===== config.mk =====
export PLATFORM = sky130hd
export DESIGN_NAME = wb_regfile
export DESIGN_NICKNAME = d
export VERILOG_FILES = /design/src/rtl/wb_regfile.sv
export SDC_FILE = /design/constraint.sdc
export NUM_CORES = 2
export LEC_CHECK = 0
export CAP_MARGIN = 10
export CELL_PAD_IN_SITES_DETAIL_PLACEMENT = 0
export CELL_PAD_IN_SITES_GLOBAL_PLACEMENT = 1
export CORE_MARGIN = 10
export CORE_UTILIZATION = 55
export DETAILED_ROUTE_END_ITERATION = 10
export DONT_BUFFER_PORTS = 1
export PLACE_DENSITY_LB_ADDON = 0.15
export SYNTH_ARGS = -nofsm -noshare
export SYNTH_HDL_FRONTEND = slang
export SYNTH_SLANG_ARGS = --single-unit

===== constraint.sdc =====
create_clock -name clk -period 50.3 [get_ports clk]
set_clock_uncertainty 0.05 [all_clocks]
set_input_delay 15.09 -clock clk [delete_from_list [all_inputs] [get_ports clk]]
set_output_delay 15.09 -clock clk [all_outputs]
set_load 0.01 [all_outputs]

===== src/rtl/wb_regfile.sv =====
// Write-back stage: MEM/WB latch, destination/data select, 32-entry register
// file with two bypassed combinational read ports, and retired-instruction count.
module wb_regfile #(
  parameter int DATA_W = 32,
  parameter int ADDR_W = 5
) (
  input  logic              clk,
  input  logic              rst,
  input  logic              stall,
  input  logic              flush,
  input  logic              in_valid,
  input  logic              in_RegWr,
  input  logic              in_RegDst,
  input  logic              in_MemtoReg,
  input  logic [ADDR_W-1:0] in_rt,
  input  logic [ADDR_W-1:0] in_rd,
  input  logic [DATA_W-1:0] in_alu_result,
  input  logic [DATA_W-1:0] in_mem_data,
  input  logic [ADDR_W-1:0] rs_addr,
  input  logic [ADDR_W-1:0] rt_addr,
  output logic [DATA_W-1:0] rs_data,
  output logic [DATA_W-1:0] rt_data,
  output logic              wb_valid,
  output logic              wb_we,
  output logic [ADDR_W-1:0] wb_addr,
  output logic [DATA_W-1:0] wb_data,
  output logic [31:0]       retire_cnt
);
  localparam int NREG = 1 << ADDR_W;

  typedef struct packed {
    logic              valid;
    logic              we;
    logic [ADDR_W-1:0] addr;
    logic [DATA_W-1:0] data;
  } wb_lat_t;

  wb_lat_t           r_lat;
  wb_lat_t           w_nxt;
  logic [DATA_W-1:0] r_regs [0:NREG-1];
  logic [31:0]       r_retire_cnt;
  logic              w_retire;

  always_comb begin
    w_nxt.valid = in_valid;
    w_nxt.addr  = in_RegDst ? in_rd : in_rt;
    w_nxt.data  = in_MemtoReg ? in_mem_data : in_alu_result;
    w_nxt.we    = in_valid & in_RegWr & (w_nxt.addr != '0);
  end

  // Flush only kills the incoming slot; addr/data are left as-is since they
  // are meaningless once valid/we drop.
  always_ff @(posedge clk or posedge rst) begin
    if (rst) begin
      r_lat <= '0;
    end else if (flush) begin
      r_lat.valid <= 1'b0;
      r_lat.we    <= 1'b0;
    end else if (!stall) begin
      r_lat <= w_nxt;
    end
  end

  // Entry 0 is never written; reads of address 0 are forced to zero below.
  always_ff @(posedge clk or posedge rst) begin
    if (rst) begin
      for (int i = 0; i < NREG; i++) r_regs[i] <= '0;
    end else if (r_lat.we && r_lat.addr != '0) begin
      r_regs[r_lat.addr] <= r_lat.data;
    end
  end

  // The WB entry leaves whenever the latch is not holding it.
  assign w_retire = r_lat.valid & (~stall | flush);

  always_ff @(posedge clk or posedge rst) begin
    if (rst)           r_retire_cnt <= '0;
    else if (w_retire) r_retire_cnt <= r_retire_cnt + 32'd1;
  end

  always_comb begin
    rs_data = r_regs[rs_addr];
    if (rs_addr == '0)                          rs_data = '0;
    else if (r_lat.we && rs_addr == r_lat.addr) rs_data = r_lat.data;
  end

  always_comb begin
    rt_data = r_regs[rt_addr];
    if (rt_addr == '0)                          rt_data = '0;
    else if (r_lat.we && rt_addr == r_lat.addr) rt_data = r_lat.data;
  end

  assign wb_valid   = r_lat.valid;
  assign wb_we      = r_lat.we;
  assign wb_addr    = r_lat.addr;
  assign wb_data    = r_lat.data;
  assign retire_cnt = r_retire_cnt;
endmodule


After elaboration in Yosys (flattened, before gate mapping)
Cells that the tools add are included.
{"block": "totals", "out_inout_bits": 135, "ff_bits": 1095, "in_bits": 92, "elab_cells": 80}
{"block": "op_classes", "n_addsub": 1, "n_eq_ne": 3, "n_reduce_logical": 9, "bitwise_logic": 9, "order_cmp": 4, "n_mux": 17}
{"operator": "bitwise mux 1024 bit", "count": 1}
{"operator": "binary-select mux 32 bit (select 5 bit)", "count": 2}
{"operator": "2-to-1 mux 32 bit", "count": 10}
{"operator": "demux 32 bit (select 5 bit)", "count": 1}
{"operator": "2-to-1 mux 39 bit", "count": 1}
{"operator": "adder 32 x 1 -> 32 bit, second input constant", "count": 1}
{"operator": "greater-or-equal comparator 6 bit, second input constant", "count": 3}
{"operator": "NOT 5 -> 6 bit", "count": 3}
{"operator": "== test 5 bit", "count": 2}
{"operator": "zero test 5 bit", "count": 2}
{"operator": "nonzero test 5 bit", "count": 2}
{"operator": "< comparator 6 x 1 -> 1 bit, second input constant", "count": 1}
{"operator": "2-to-1 mux 5 bit", "count": 1}
{"operator": "logical AND 1 bit", "count": 4}
{"operator": "bitwise AND 1 bit", "count": 3}
{"operator": "2-to-1 mux 2 bit", "count": 1}
{"operator": "inequality test 2 x 1 -> 1 bit, second input constant", "count": 1}
{"operator": "NOT 1 bit", "count": 2}
{"operator": "AND reduction 2 bit", "count": 1}
{"operator": "bitwise OR 1 bit", "count": 1}

Longest topological paths before layout
{"block": "logic_depth", "word_depth": 6, "mapped_depth": 10}

Least setup slack after synthesis
OpenSTA, ideal clock, no wires.
{"block": "synth_path", "path_kind": "input to output", "start": "input port rs_addr[0]", "end": "output port rs_data[10]", "stages": 8, "t_arrival_ps": 16803, "path_buffers": 4, "t_required_ps": 35160, "slack_ps": 18357, "cell_sequence": "buf_4 buf_6 buf_6 buf_2 mux4_2 mux2i_1 a211oi_1 a211o_1"}
{"block": "synth_via", "elab_chain_len": 6}
{"item": "start: declaration", "line_no": "19", "source": "input logic [ADDR_W-1:0] rs_addr,"}
{"item": "NOT 5 -> 6 bit (not written as such)", "line_no": "82", "source": "rs_data = r_regs[rs_addr];"}
{"item": "binary-select mux 32 bit (select 5 bit)", "line_no": "82"}
{"item": "2-to-1 mux 32 bit (not written as such) (2 in a row)", "line_no": "82"}
{"item": "2-to-1 mux 32 bit", "line_no": "84", "source": "else if (r_lat.we && rs_addr == r_lat.addr) rs_data = r_lat.data;"}
{"item": "2-to-1 mux 32 bit *", "line_no": "83", "source": "if (rs_addr == '0) rs_data = '0;"}
{"item": "end: declaration", "line_no": "21", "source": "output logic [DATA_W-1:0] rs_data,"}
Every way passes the cells marked *; elsewhere a longest branch is shown, timed or not. The select of a mux whose other input is x is not followed.

Worst setup path after layout
{"block": "layout_path", "start": "input port rt_addr[0]", "end": "output port rt_data[8]"}
{"block": "layout_via", "elab_chain_len": 6}
{"item": "start: declaration", "line_no": "20", "source": "input logic [ADDR_W-1:0] rt_addr,"}
{"item": "NOT 5 -> 6 bit (not written as such)", "line_no": "88", "source": "rt_data = r_regs[rt_addr];"}
{"item": "binary-select mux 32 bit (select 5 bit)", "line_no": "88"}
{"item": "2-to-1 mux 32 bit (not written as such) (2 in a row)", "line_no": "88"}
{"item": "2-to-1 mux 32 bit", "line_no": "90", "source": "else if (r_lat.we && rt_addr == r_lat.addr) rt_data = r_lat.data;"}
{"item": "2-to-1 mux 32 bit *", "line_no": "89", "source": "if (rt_addr == '0) rt_data = '0;"}
{"item": "end: declaration", "line_no": "22", "source": "output logic [DATA_W-1:0] rt_data,"}
Marked as above.

==> results_dict.tcl <==
set metrics [dict create \
    drive_gt1_frac 0.4546 \
    p_comb_frac 0.124 \
    layout.nets 3927 \
    globalplace.congestion 0.8325 \
    synth_fp_nets 4165 \
    critical_path.max_stage_delay_ps 1010 \
    rsz0062_at_grt "false" \
    postRouteWirelength_um 193200 \
    worstReg2RegEnd "r_regs[89]" \
    r2r_start "wb_addr[0]" \
    hpwl_um 110100 \
    clk_pin_slew_worst_paths_ps 60 \
    path_buf_inv 0 \
    cts-root-buf "clkbuf_16" \
    drtPass1Iterations 5 \
    grt_pass1_vias 40606 \
    rr_worst_depth 5 \
    synth-edff-count 0 \
    worst-path-stages 5 \
    endpoint_kind "output port" \
    cts_tree "built" \
    startpoint "rt_addr[0]" \
    die_h_um 346.2 \
    synth_area_leaders "dfrtp_1 (47%), mux2_2 (19%), mux4_2 (18%), mux2i_1 (4.0%), a211oi_1 (1.5%)" \
    path_class "in -> out" \
    rows 119 \
    start_util 0.5552 \
    clock-sinks 1095 \
    wl_per_cell_um 36.28 \
    yosysTopAreaCell "dfrtp_1" \
    worst_pin_slew_ps 1218 \
    drt_iter0_markers 4262 \
    placed_area_um2 59130 \
    yosysTopAreaCellShare 0.4681 \
    syn-cell-area_um2 58530 \
    peakVddDrop_mv 0.02778 \
    ios 227 \
    fin_area_um2 63160 \
    cts_resized 0 \
    die_w_um 346.2 \
    synth_warnings 0 \
    vias 38435 \
    cp-start-kind "input port" \
    vias_per_cell 7.216 \
    post-route-min-period_ps 32980 \
    synth.distinct_cells 56 \
    crit_chain "xnor2_1, nand4_1, or2_2, nor2b_4, a211oi_1" \
    drv_cap 0 \
    slew_viol_final 0 \
    power.density_nw_per_um2 34.68 \
    syn_inst 4072 \
    max_freq_mhz 30.33 \
    syn_to_final_growth_pct 7.914 \
    yosysSeqAreaShare 0.4681 \
    seqPwrFrac 0.466 \
    postRouteAntennaNets 0 \
    yosys_most_used_dff "dfrtp_1" \
    clkPwrFrac 0.410 \
    setup-tns-final_ps 0 \
    internal_power_w 0.001626 \
    path_delay_family "simple AND/OR/NAND/NOR gates" \
    path_max_fanout 286 \
    setup_viol 0 \
    die_area_um2 119900 \
    period_share 0.6556 \
    clock_path_buffers 3 \
    hold_depth 0 \
    rrSetupSlack_ps 46390 \
    grt_usage 0.3178 \
    ctsHoldBuffers 0 \
    grt_remaining_overflow 0 \
    p_sw_frac 0.2579 \
    antenna_found_initial 2 \
    grt_pass1_wl_um 283500 \
    hold_ws_ps 341.8 \
    cts_buffers 120 \
    holdCritPathClass "reg -> reg" \
    hold_violations 0 \
    cp-endpoint "rt_data[8]" \
    ys_ff_latch 1095 \
    drc 0 \
    crit_arrival_ps 17840 \
    antennaDiodeCount 0 \
    grt_max_degree 287 \
    p_leak_nw 29.05 \
    p_sw_w 0.0005650 \
    crit_slowest_cell "nor2b_4" \
    htreeDepth 3 \
    portBuffers 0 \
    core_area_um2 105400 \
    status "complete, no violations" \
    async_flop_share 1.000 \
    clkLatencyLatePin_ps 710 \
    max_slew_margin 0.1883 \
    yosysMostFrequentCell "dfrtp_1" \
    post_cts_buffers 0 \
    cp.required_ps 35160 \
    avgSynthCellArea_um2 14.37 \
    synthTopCellsByCount "dfrtp_1 (1095), mux2_2 (993), mux4_2 (455), clkbuf_1 (239), mux2i_1 (232)" \
]
==> how the worst min path moves through the flow <==
| stage | start | to | slack (ps) |
|---|---|---|---|
| after global routing | r_regs[1016] | r_regs[1016] | 360 |
| after CTS | r_regs[1023] | r_regs[1023] | 350 |
| final | r_regs[997] | r_regs[997] | 340 |
| after global placement | r_regs[1005] | r_regs[1005] | 330 |
| after floorplan | r_regs[1000] | r_regs[1000] | 390 |
| after detailed placement | r_regs[1023] | r_regs[1023] | 330 |
==> layout by cell type (no fill, tap or decap), types with 18 or more instances in the layout <==
master / count
nor3_1: 26
nor2b_1: 53
nand3_1: 33
clkbuf_8: 36
a211oi_1: 120
clkinv_2: 27
dfrtp_1: 1095
mux4_2: 455
nor2_4: 18
clkbuf_16: 122
mux2_2: 993
a221oi_1: 48
a22o_1: 20
o21ai_0: 81
clkbuf_1: 28
a21oi_1: 49
xnor2_1: 27
nand2_1: 103
mux2i_1: 232
a211o_1: 30
buf_4: 87
a22oi_1: 25
nor2_1: 31
==> cells by family (layout without fill, tap and decap cells) <==
kind of cell	count (synthesis)	after routing	share of synthesized area
buffers and inverters	462	325	0.03591
AOI/OAI and AO/OA	439	439	0.05368
xor gates and xnor gates	41	41	0.006135
adders and majority gates	1	1	0.0002137
muxes	1680	1680	0.4058
DFF	1095	1095	0.4681
and+or+nand+nor	354	354	0.03012
==> worst register-to-register path: cells and delay by family, from the launching register on <==
family,cells,cell delay [ps]
AND/OR/NAND/NOR,3,1590
multiplexers,1,440
buffers and inverters,1,610
flip-flops,1,1120
==> metrics by stage <==
stage | util | power, W | instances | worst slack [ps]
2_1_floorplan | - | 0.001243 | 4072 | 4330
3_3_place_gp | 0.5609 | 0.001284 | 5103 | 17470
3_5_place_dp | 0.5609 | 0.001303 | 5103 | 17570
4_1_cts | 0.5992 | 0.002198 | 5326 | 17560
5_1_grt | 0.5992 | 0.002263 | 5326 | 17390
6_report | 0.5992 | 0.002191 | 5326 | 17320
==> flip-flops by register name (all words and copies together), names as in the netlist <==
name        count
retire_cnt     32
wb_valid        1
wb_we           1
wb_data        32
wb_addr         5
r_regs       1024
==> power groups by stage <==
stage | registers [W] | clock network (W) | logic (W)
after floorplan | 0.00101 | 0 | 0.000233
after global placement | 0.00102 | 0 | 0.000261
after detailed placement | 0.00103 | 0 | 0.000270
after CTS | 0.00102 | 0.000909 | 0.000271
after global routing | 0.00103 | 0.000946 | 0.000289
final | 0.00102 | 0.000899 | 0.000272
==> final cells by class <==
cell class,count,area (um2)
Fill cell,8059,42250
Clock buffer,186,3654
Multi-Input combinational cell,2515,29260
Sequential cell,1095,27400
Tap cell,1391,1740
Timing Repair Buffer,88,673.1
Inverter,14,60.06
Clock inverter,37,379.1
==> per-layer routing <==
| metal | vias up | GRT usage | routed length, um |
|---|---|---|---|
| met2 | 2023 | 0.4766 | 86770 |
| li1 | 15148 | - | - |
| met4 | 2 | 0.1398 | 9685 |
| met5 | - | 0 | 23 |
| met1 | 20742 | 0.4316 | 76650 |
| met3 | 520 | 0.08878 | 20090 |
No activity file was read; power rests on OpenSTA's default activity.
